**config.mk**
```make
export PLATFORM = sky130hd
export DESIGN_NAME = leb128_decoder_flat
export DESIGN_NICKNAME = d
export VERILOG_FILES = /design/src/rtl/leb128_if.sv /design/src/rtl/leb128_decoder.sv /design/src/flat_wrapper.sv
export SDC_FILE = /design/constraint.sdc
export NUM_CORES = 1
export LEC_CHECK = 0
export CAP_MARGIN = 20
export CORE_MARGIN = 2
export CORE_UTILIZATION = 50
export CTS_BUF_LIST = sky130_fd_sc_hd__clkbuf_8
export DETAILED_ROUTE_END_ITERATION = 8
export GPL_TIMING_DRIVEN = 0
export MAX_ROUTING_LAYER = met4
export PLACE_DENSITY = 0.72
export SETUP_SLACK_MARGIN = 0.15
export SLEW_MARGIN = 20
export SYNTH_ARGS = -nofsm -noshare
export SYNTH_HDL_FRONTEND = slang
export SYNTH_SLANG_ARGS = --single-unit
```
**constraint.sdc**
```tcl
create_clock -name clk -period 3.8 [get_ports clk]
set_clock_uncertainty 0.1 [all_clocks]
set_input_delay 0.38 -clock clk [delete_from_list [all_inputs] [get_ports clk]]
set_output_delay 0.38 -clock clk [all_outputs]
set_load 0.02 [all_outputs]
```
**src/rtl/leb128_if.sv**
```systemverilog
// Handshake bundle between the code-ROM byte window, the LEB128 decoder and the execute stage.
interface leb128_if;
  logic        start;
  logic        is_signed;
  logic        is_64;
  logic        in_valid;
  logic [7:0]  in_byte;
  logic        in_ready;
  logic        out_valid;
  logic        out_ready;
  logic [63:0] out_value;
  logic [3:0]  out_len;
  logic        out_error;

  modport master (
    output start, is_signed, is_64, in_valid, in_byte, out_ready,
    input  in_ready, out_valid, out_value, out_len, out_error
  );

  modport slave (
    input  start, is_signed, is_64, in_valid, in_byte, out_ready,
    output in_ready, out_valid, out_value, out_len, out_error
  );
endinterface

```
**src/rtl/leb128_decoder.sv**
```systemverilog
// Sequential LEB128 immediate decoder: one code byte per cycle, signed/unsigned,
// 32/64-bit, reporting value, encoded length and a malformed-encoding flag.
module leb128_decoder #(
  parameter int unsigned MAX_BYTES = 10
) (
  input  logic     clk,
  input  logic     reset,
  leb128_if.slave  bus
);
  localparam logic [1:0] IDLE = 2'd0;
  localparam logic [1:0] BUSY = 2'd1;
  localparam logic [1:0] DONE = 2'd2;

  logic [1:0]  state_q, state_d;
  logic        signed_q, signed_d;
  logic        is64_q, is64_d;
  logic [63:0] acc_q, acc_d;
  logic [3:0]  count_q, count_d;
  logic [6:0]  shift_q, shift_d;
  logic [63:0] value_q, value_d;
  logic [3:0]  len_q, len_d;
  logic        error_q, error_d;

  logic [63:0] acc_n, ext_value;
  logic [3:0]  count_n, limit;
  logic [6:0]  shift_n;
  logic        at_limit, final_ok, bad, last;

  always_comb begin
    limit    = is64_q ? 4'(MAX_BYTES) : 4'd5;
    count_n  = count_q + 4'd1;
    at_limit = (count_n == limit);
    // shift parks once past bit 63 so later payload bits fall off the top
    shift_n  = (shift_q >= 7'd64) ? shift_q : shift_q + 7'd7;
    acc_n    = acc_q | ({57'd0, bus.in_byte[6:0]} << shift_q);

    final_ok = 1'b1;
    if (!is64_q && count_n == 4'd5) begin
      final_ok = signed_q ? (bus.in_byte[6:3] == 4'h0 || bus.in_byte[6:3] == 4'hF)
                          : (bus.in_byte[6:4] == 3'd0);
    end else if (is64_q && count_n == 4'd10) begin
      final_ok = signed_q ? (bus.in_byte[6:0] == 7'h00 || bus.in_byte[6:0] == 7'h7F)
                          : (bus.in_byte[6:1] == 6'd0);
    end

    last = !bus.in_byte[7] || at_limit;
    bad  = (bus.in_byte[7] && at_limit) || (!bus.in_byte[7] && !final_ok);

    ext_value = acc_n;
    if (signed_q && bus.in_byte[6] && shift_n < 7'd64) begin
      ext_value = acc_n | ({64{1'b1}} << shift_n);
    end
    if (!is64_q) begin
      ext_value[63:32] = signed_q ? {32{ext_value[31]}} : 32'd0;
    end
  end

  always_comb begin
    state_d  = state_q;
    signed_d = signed_q;
    is64_d   = is64_q;
    acc_d    = acc_q;
    count_d  = count_q;
    shift_d  = shift_q;
    value_d  = value_q;
    len_d    = len_q;
    error_d  = error_q;
    case (state_q)
      IDLE: begin
        if (bus.start) begin
          state_d  = BUSY;
          signed_d = bus.is_signed;
          is64_d   = bus.is_64;
          acc_d    = '0;
          count_d  = '0;
          shift_d  = '0;
        end
      end
      BUSY: begin
        if (bus.in_valid) begin
          acc_d   = acc_n;
          count_d = count_n;
          shift_d = shift_n;
          if (last) begin
            state_d = DONE;
            len_d   = count_n;
            error_d = bad;
            value_d = bad ? '0 : ext_value;
          end
        end
      end
      DONE: begin
        if (bus.out_ready) state_d = IDLE;
      end
      default: state_d = IDLE;
    endcase
  end

  always_ff @(posedge clk) begin
    if (reset) begin
      state_q  <= IDLE;
      signed_q <= 1'b0;
      is64_q   <= 1'b0;
      acc_q    <= '0;
      count_q  <= '0;
      shift_q  <= '0;
      value_q  <= '0;
      len_q    <= '0;
      error_q  <= 1'b0;
    end else begin
      state_q  <= state_d;
      signed_q <= signed_d;
      is64_q   <= is64_d;
      acc_q    <= acc_d;
      count_q  <= count_d;
      shift_q  <= shift_d;
      value_q  <= value_d;
      len_q    <= len_d;
      error_q  <= error_d;
    end
  end

  assign bus.in_ready  = (state_q == BUSY);
  assign bus.out_valid = (state_q == DONE);
  assign bus.out_value = value_q;
  assign bus.out_len   = len_q;
  assign bus.out_error = error_q;
endmodule

```
**src/flat_wrapper.sv**
```systemverilog
// flat-port wrapper written by rule: the top's interface ports become plain ports
module leb128_decoder_flat 
#(
  parameter int unsigned MAX_BYTES = 10
)
  (clk, reset, bus_start, bus_is_signed, bus_is_64, bus_in_valid, bus_in_byte, bus_out_ready, bus_in_ready, bus_out_valid, bus_out_value, bus_out_len, bus_out_error);
  leb128_if bus_i ();
  input  logic clk;
  input  logic reset;
  input wire logic [$bits(bus_i.start)-1:0] bus_start;
  input wire logic [$bits(bus_i.is_signed)-1:0] bus_is_signed;
  input wire logic [$bits(bus_i.is_64)-1:0] bus_is_64;
  input wire logic [$bits(bus_i.in_valid)-1:0] bus_in_valid;
  input wire logic [$bits(bus_i.in_byte)-1:0] bus_in_byte;
  input wire logic [$bits(bus_i.out_ready)-1:0] bus_out_ready;
  output wire logic [$bits(bus_i.in_ready)-1:0] bus_in_ready;
  output wire logic [$bits(bus_i.out_valid)-1:0] bus_out_valid;
  output wire logic [$bits(bus_i.out_value)-1:0] bus_out_value;
  output wire logic [$bits(bus_i.out_len)-1:0] bus_out_len;
  output wire logic [$bits(bus_i.out_error)-1:0] bus_out_error;
  assign bus_i.start = bus_start;
  assign bus_i.is_signed = bus_is_signed;
  assign bus_i.is_64 = bus_is_64;
  assign bus_i.in_valid = bus_in_valid;
  assign bus_i.in_byte = bus_in_byte;
  assign bus_i.out_ready = bus_out_ready;
  assign bus_in_ready = bus_i.in_ready;
  assign bus_out_valid = bus_i.out_valid;
  assign bus_out_value = bus_i.out_value;
  assign bus_out_len = bus_i.out_len;
  assign bus_out_error = bus_i.out_error;
  leb128_decoder #(.MAX_BYTES(MAX_BYTES)) u_core (.clk(clk), .reset(reset), .bus(bus_i));
endmodule
```
* Yosys cells after proc, flatten, opt, wreduce, memory -nomap -nowiden
Index checks and enable logic that the tools add are counted.
** Storage, ports and cells
- RAM bits :: 0
- Memories :: 0
- Bits in read-only memories :: 0
- Bits in latches :: 0
- Bits in registers :: 148
- Output and inout bits :: 71
** Cells by class
- Reductions and logical operators :: 23
- Multipliers :: 0
- Div/mod/pow operators :: 0
- Bitwise logic cells :: 2
- Add/subtract/negate cells :: 2
- Order comparisons :: 2
- Shifts and indexed selects :: 2
- Multiplexer cells :: 24
- Equal/unequal tests :: 11
** Operators with widths (number)
- 64-bit 2-to-1 mux :: 4
- 64-bit bitwise OR :: 2
- 64-bit case mux with 2 select lines :: 1
- 32-bit 2-to-1 mux :: 2
- 64-bit by 7-bit left shift with 64-bit output (first input constant) :: 1
- 7-bit by 7-bit left shift with 64-bit output :: 1
- 7-bit 2-to-1 mux :: 3
- 7-bit case mux with 2 select lines :: 1
- 4-bit 2-to-1 mux :: 3
- 4-bit == test (second input constant) :: 2
- 2-bit 2-to-1 mux :: 4
- 4-bit case mux with 2 select lines :: 1
- 7-bit by 3-bit adder with 7-bit output (second input constant) :: 1
- 7-bit == test (second input constant) :: 1
- 7-bit greater-or-equal comparator (second input constant) :: 1
- 7-bit zero test :: 1
- 7-bit less-than comparator (second input constant) :: 1
- 1-bit logical AND :: 6
- 6-bit zero test :: 1
- 2-bit != test (second input constant) :: 3
- 2-bit case mux with 3 select lines :: 1
- 3-bit AND reduction :: 2
- 4-bit by 1-bit adder with 4-bit output (second input constant) :: 1
- 4-bit by 3-bit == test with 1-bit output (second input constant) :: 1
- 13 further kinds :: 21

* Longest topological paths before layout
- Depth in word-level cells :: 9
- Gate-level depth with buffers :: 13

* Worst setup path before layout
Ideal clock, no wire load.
- Kind :: register to register
- From :: register u_core.shift_q[1]
- To :: register u_core.value_q[9], in the netlist u_core.bus.out_value[9]
- Arrival :: 2.550 ns
- Clock period less this slack :: 2.773 ns
- Slack :: 1.027 ns
- Required time :: 3.577 ns
- Stages on the path, launching flop included :: 14
- Buffers on the path :: 5
- Library setup time :: 0.123 ns
- Cells stage by stage :: dfxtp_1 > buf_2 > buf_4 > buf_2 > inv_1 > ha_1 > nor2b_1 > or3_1 > clkbuf_1 > nand3_2 > clkbuf_1 > nor2_1 > a221oi_1 > o2bb2ai_1
** Between the ends
- Word-level cells in the longest chain between the ends :: 6
** RTL lines
- start, declared :: line leb128_decoder.sv:19 : logic [6:0] shift_q, shift_d;
- start signal, assigned :: line leb128_decoder.sv:116 : shift_q <= shift_d;
- 7-bit by 3-bit adder with 7-bit output / 7-bit greater-or-equal comparator (equally long branches) :: line leb128_decoder.sv:34 : shift_n = (shift_q >= 7'd64) ? shift_q : shift_q + 7'd7;
- 7-bit 2-to-1 mux :: line leb128_decoder.sv:34
- 64-bit by 7-bit left shift with 64-bit output / 7-bit less-than comparator (equally long branches) :: line leb128_decoder.sv:51, leb128_decoder.sv:50
- 64-bit bitwise OR / 1-bit logical AND (equally long branches) :: line leb128_decoder.sv:51, leb128_decoder.sv:50
- 64-bit 2-to-1 mux * :: line leb128_decoder.sv:50 : if (signed_q && bus.in_byte[6] && shift_n < 7'd64) begin
- 64-bit 2-to-1 mux * :: line leb128_decoder.sv:88 : value_d = bad ? '0 : ext_value;
- end signal, assigned :: line leb128_decoder.sv:117 : value_q <= value_d;
- end, declared :: line leb128_decoder.sv:20 : logic [63:0] value_q, value_d;
Mark *: on every way between the ends. The rest lies on a longest branch, timed or not.
A chain may end at the register's enable or synchronous reset.

* Final worst setup path
- From :: register u_core.shift_q[1]
- To :: register u_core.value_q[40], in the netlist u_core.bus.out_value[40]
** Between the ends
- Word-level cells in the longest chain between the ends :: 8
** RTL lines
- 7-bit by 3-bit adder with 7-bit output / 7-bit greater-or-equal comparator (equally long branches) :: line leb128_decoder.sv:34
- 7-bit 2-to-1 mux :: line leb128_decoder.sv:34
- 64-bit by 7-bit left shift with 64-bit output / 7-bit less-than comparator (equally long branches) :: line leb128_decoder.sv:51, leb128_decoder.sv:50
- 64-bit bitwise OR / 1-bit logical AND (equally long branches) :: line leb128_decoder.sv:51, leb128_decoder.sv:50
- 64-bit 2-to-1 mux * :: line leb128_decoder.sv:50
- 32-bit 2-to-1 mux :: line leb128_decoder.sv:54 : ext_value[63:32] = signed_q ? {32{ext_value[31]}} : 32'd0;
- 32-bit 2-to-1 mux * :: line leb128_decoder.sv:53 : if (!is64_q) begin
- 64-bit 2-to-1 mux * :: line leb128_decoder.sv:88
Marked as above.

==> flow_metrics.tcl <==
set metrics [dict create \
    run_status "complete, no violations" \
    required_ns 4.07 \
    critPathMaxStageDelay_ns 0.51 \
    cp-start-kind "flop" \
    fin_crit_ns 3.52 \
    io_pins 86 \
    multiInputGateArea_sq_um 4220 \
    slew_viol_final 0 \
    antenna_found_initial 0 \
    nFillCells 1326 \
    hold_path_class "input pin to flop" \
    post-route-period-util 0.925 \
    p_leak_nw 3.07 \
    endpoint_kind "flop" \
    p_comb_frac 0.161 \
    grt_pass1_vias 7448 \
    p_sw_mw 1.15 \
    finalNetCount 1043 \
    clockBufferDepth 2 \
    dp_hpwl_um 22000 \
    max-slew-margin-rel 0.201 \
    avgSynthCellArea_sq_um 8.19 \
    initialDrtViolationCount 1116 \
    rows 44 \
    syn_to_final_growth_pct 20.3 \
    ys.flop_type "dfxtp_1" \
    htreeDepth 4 \
    gp_congestion 1.08 \
    finalSetupTns_ns 0 \
    clkPwrFrac 0.379 \
    max_freq_ghz 0.284 \
    synth-seq-cells 148 \
    seq_power_share 0.460 \
    layout_common_cells "dfxtp_1, nor2_1, clkdlybuf4s50_1, a21oi_1, a22oi_1" \
    diodes 0 \
    crit_top_cell "buf_2" \
    clkTransAtPathRegs_ns 0.11 \
    cts_buffers 17 \
    final_common_cell "dfxtp_1" \
    clock_sinks 148 \
    die_w_um 127 \
    routed-via-count 8105 \
    cp_top_family "compound AO/OA/AOI/OAI gates" \
    crit_fanout 10 \
    syn-num-nets 939 \
    drv_cap 0 \
    drt_first_pass_iters 6 \
    track_usage 0.382 \
    peakVddDrop_uv 257 \
    hold_violations 0 \
    p_int_mw 2.28 \
    cts_tree "yes" \
    clk_latency_ns 0.50 \
    dieArea_sq_um 16100 \
    grt_pass1_wl_um 45100 \
    worst_pin_slew_ns 1.20 \
    powerDensity_nw_per_um2 379 \
    critPathKind "flop to flop" \
    cp_num_buf_inv 5 \
    postRouteAntennaNets 0 \
    drive_gt1_frac 0.0800 \
    port_buffers 84 \
    cp_slowest_cell "a2111oi_0" \
    fp.coreArea_sq_um 14600 \
    start_util 0.515 \
    synth_cells 920 \
    wl_um 29900 \
    synth_edf_count 0 \
    regArea_sq_um 2960 \
    grt-ovfl-total 0 \
    fin_util 0.619 \
    rsz0062_at_grt "false" \
    vias_per_cell 6.64 \
    sw_frac_of_total 0.334 \
    drt-wirelength-per-cell_um 24.5 \
    clockRootBuffer "clkbuf_8" \
    path_cells "buf_2, buf_4, buf_2, inv_1, ha_1, clkbuf_1, xnor2_1, a32oi_4, and2_1, nor2_1, a2111oi_0, o2bb2ai_1" \
    yosysWarnings 0 \
    worstPathArrival_ns 3.78 \
    die_y_um 127 \
    grt_max_degree 17 \
    setup_viol 0 \
    yosysUniqueCellTypes 74 \
    drc_errors 0 \
    ys_seq_area_frac 0.393 \
    synth-async-reset-ratio 0 \
    syn_area_sq_um 7530 \
]
registers in the layout (all words and copies together), names as in the netlist:
signal                cells
u_core.acc_q             64
u_core.is64_q             1
u_core.signed_q           1
u_core.state_q            2
u_core.bus.out_len        4
u_core.bus.out_error      1
u_core.bus.out_value     64
u_core.shift_q            7
u_core.count_q            4
timing repair:
item | 4_1_cts | 5_1_grt
resized for setup | 2 | 8
buffers inserted | 0 | 0
hold buffers | 0 | 0
setup endpoints to repair | 2 | 6
cell usage after synthesis, drive strengths merged, types with 3 or more instances:
library cell  instances  area, sq um
a221oi                3         43.8
o32ai                 5         43.8
a2111oi              16          140
a22oi                60          450
a211o                 3         26.3
nor3b                 3         22.5
a31oi                 6         37.5
nor4                 11         68.8
o21ai                47          235
o2bb2ai              45          394
nor2                138          521
ha                    4         50.1
nor3                 39          200
o31ai                14          105
a21o                  6         45.0
o22ai                14         87.6
and2                  7         43.8
a311oi                4         41.3
xnor2                 4         35.0
buf                  29          160
mux2i                11          110
a211oi               14          105
clkbuf               52          195
dfxtp               148         2960
nand2                42          160
a21oi                79          399
o221ai                4         35.0
inv                   8         30.0
o22a                  3         26.3
or2                   4         25.0
o31a                  3         26.3
nand2b               20          125
o21bai                4         30.0
or3                   6         37.5
mux2                  3         33.8
nor2b                 8         50.1
a32oi                 3         26.3
or3b                  3         26.3
nand3                16         85.1
per-layer routing:
metal / track usage / wire length [um]
met1: 0.513 / 12700
met2: 0.558 / 13200
met3: 0.0717 / 2880
met4: 0.178 / 1220
met5: - / 0
worst register-to-register path, cell delays in order (launching register included):
cell       delay (ns)
dfxtp_1          0.31
buf_2            0.15
buf_4            0.18
buf_2            0.20
inv_1            0.10
ha_1             0.19
clkbuf_1         0.39
xnor2_1          0.27
a32oi_4          0.46
and2_1           0.28
nor2_1           0.10
a2111oi_0        0.51
o2bb2ai_1        0.13
layout make-up:
| cell class | count | area share |
|---|---|---|
| Clock inverter | 14 | 0.0175 |
| Inverter | 9 | 0.00373 |
| Sequential cell | 148 | 0.327 |
| Tap cell | 184 | 0.0254 |
| Multi-Input combinational cell | 682 | 0.466 |
| Clock buffer | 18 | 0.0273 |
| Buffer | 81 | 0.0395 |
| Timing Repair Buffer | 85 | 0.0936 |
power groups by stage:
stage               clock [mW]  combinational, mW  sequential (mW)
finish                    1.30              0.551             1.58
global route              1.35              0.575             1.58
CTS                       1.30              0.521             1.58
detailed placement           0              0.518             1.61
global placement             0              0.523             1.61
floorplan                    0              0.297             1.62
cells by family after synthesis:
group,count (synthesis),share of synthesized area
muxes,15,0.0221
AOI/OAI and AO/OA,349,0.327
buffers and inverters,90,0.0516
adders and majority gates,4,0.00664
and+or+nand+nor,308,0.193
xor gates and xnor gates,6,0.00697
DFF,148,0.393
stage by stage:
stage / instance area [sq um] / cells / power (mW) / worst slack [ns] / hold WS [ns]
after floorplan: 7530 / 920 / 1.92 / 1.03 / 0.351
after global placement: 8610 / 1188 / 2.14 / 0.142 / 0.346
after detailed placement: 8610 / 1188 / 2.13 / 0.173 / 0.346
after CTS: 9020 / 1220 / 3.40 / 0.285 / 0.363
after global routing: 9060 / 1221 / 3.50 / 0.143 / 0.375
final: 9060 / 1221 / 3.43 / 0.285 / 0.362
worst paths after layout:
kind	cells after the start	to	slack (ns)	from
setup / recovery	12	u_core.bus.out_value[40]	0.28	u_core.shift_q[1]
hold / removal	3	u_core.is64_q	0.36	bus_is_64
setup reg to reg	12	u_core.bus.out_value[40]	0.28	u_core.shift_q[1]
hold reg to reg	1	u_core.bus.out_value[50]	0.37	u_core.bus.out_value[50]
Note: power is estimated with default switching activity, not from simulation.
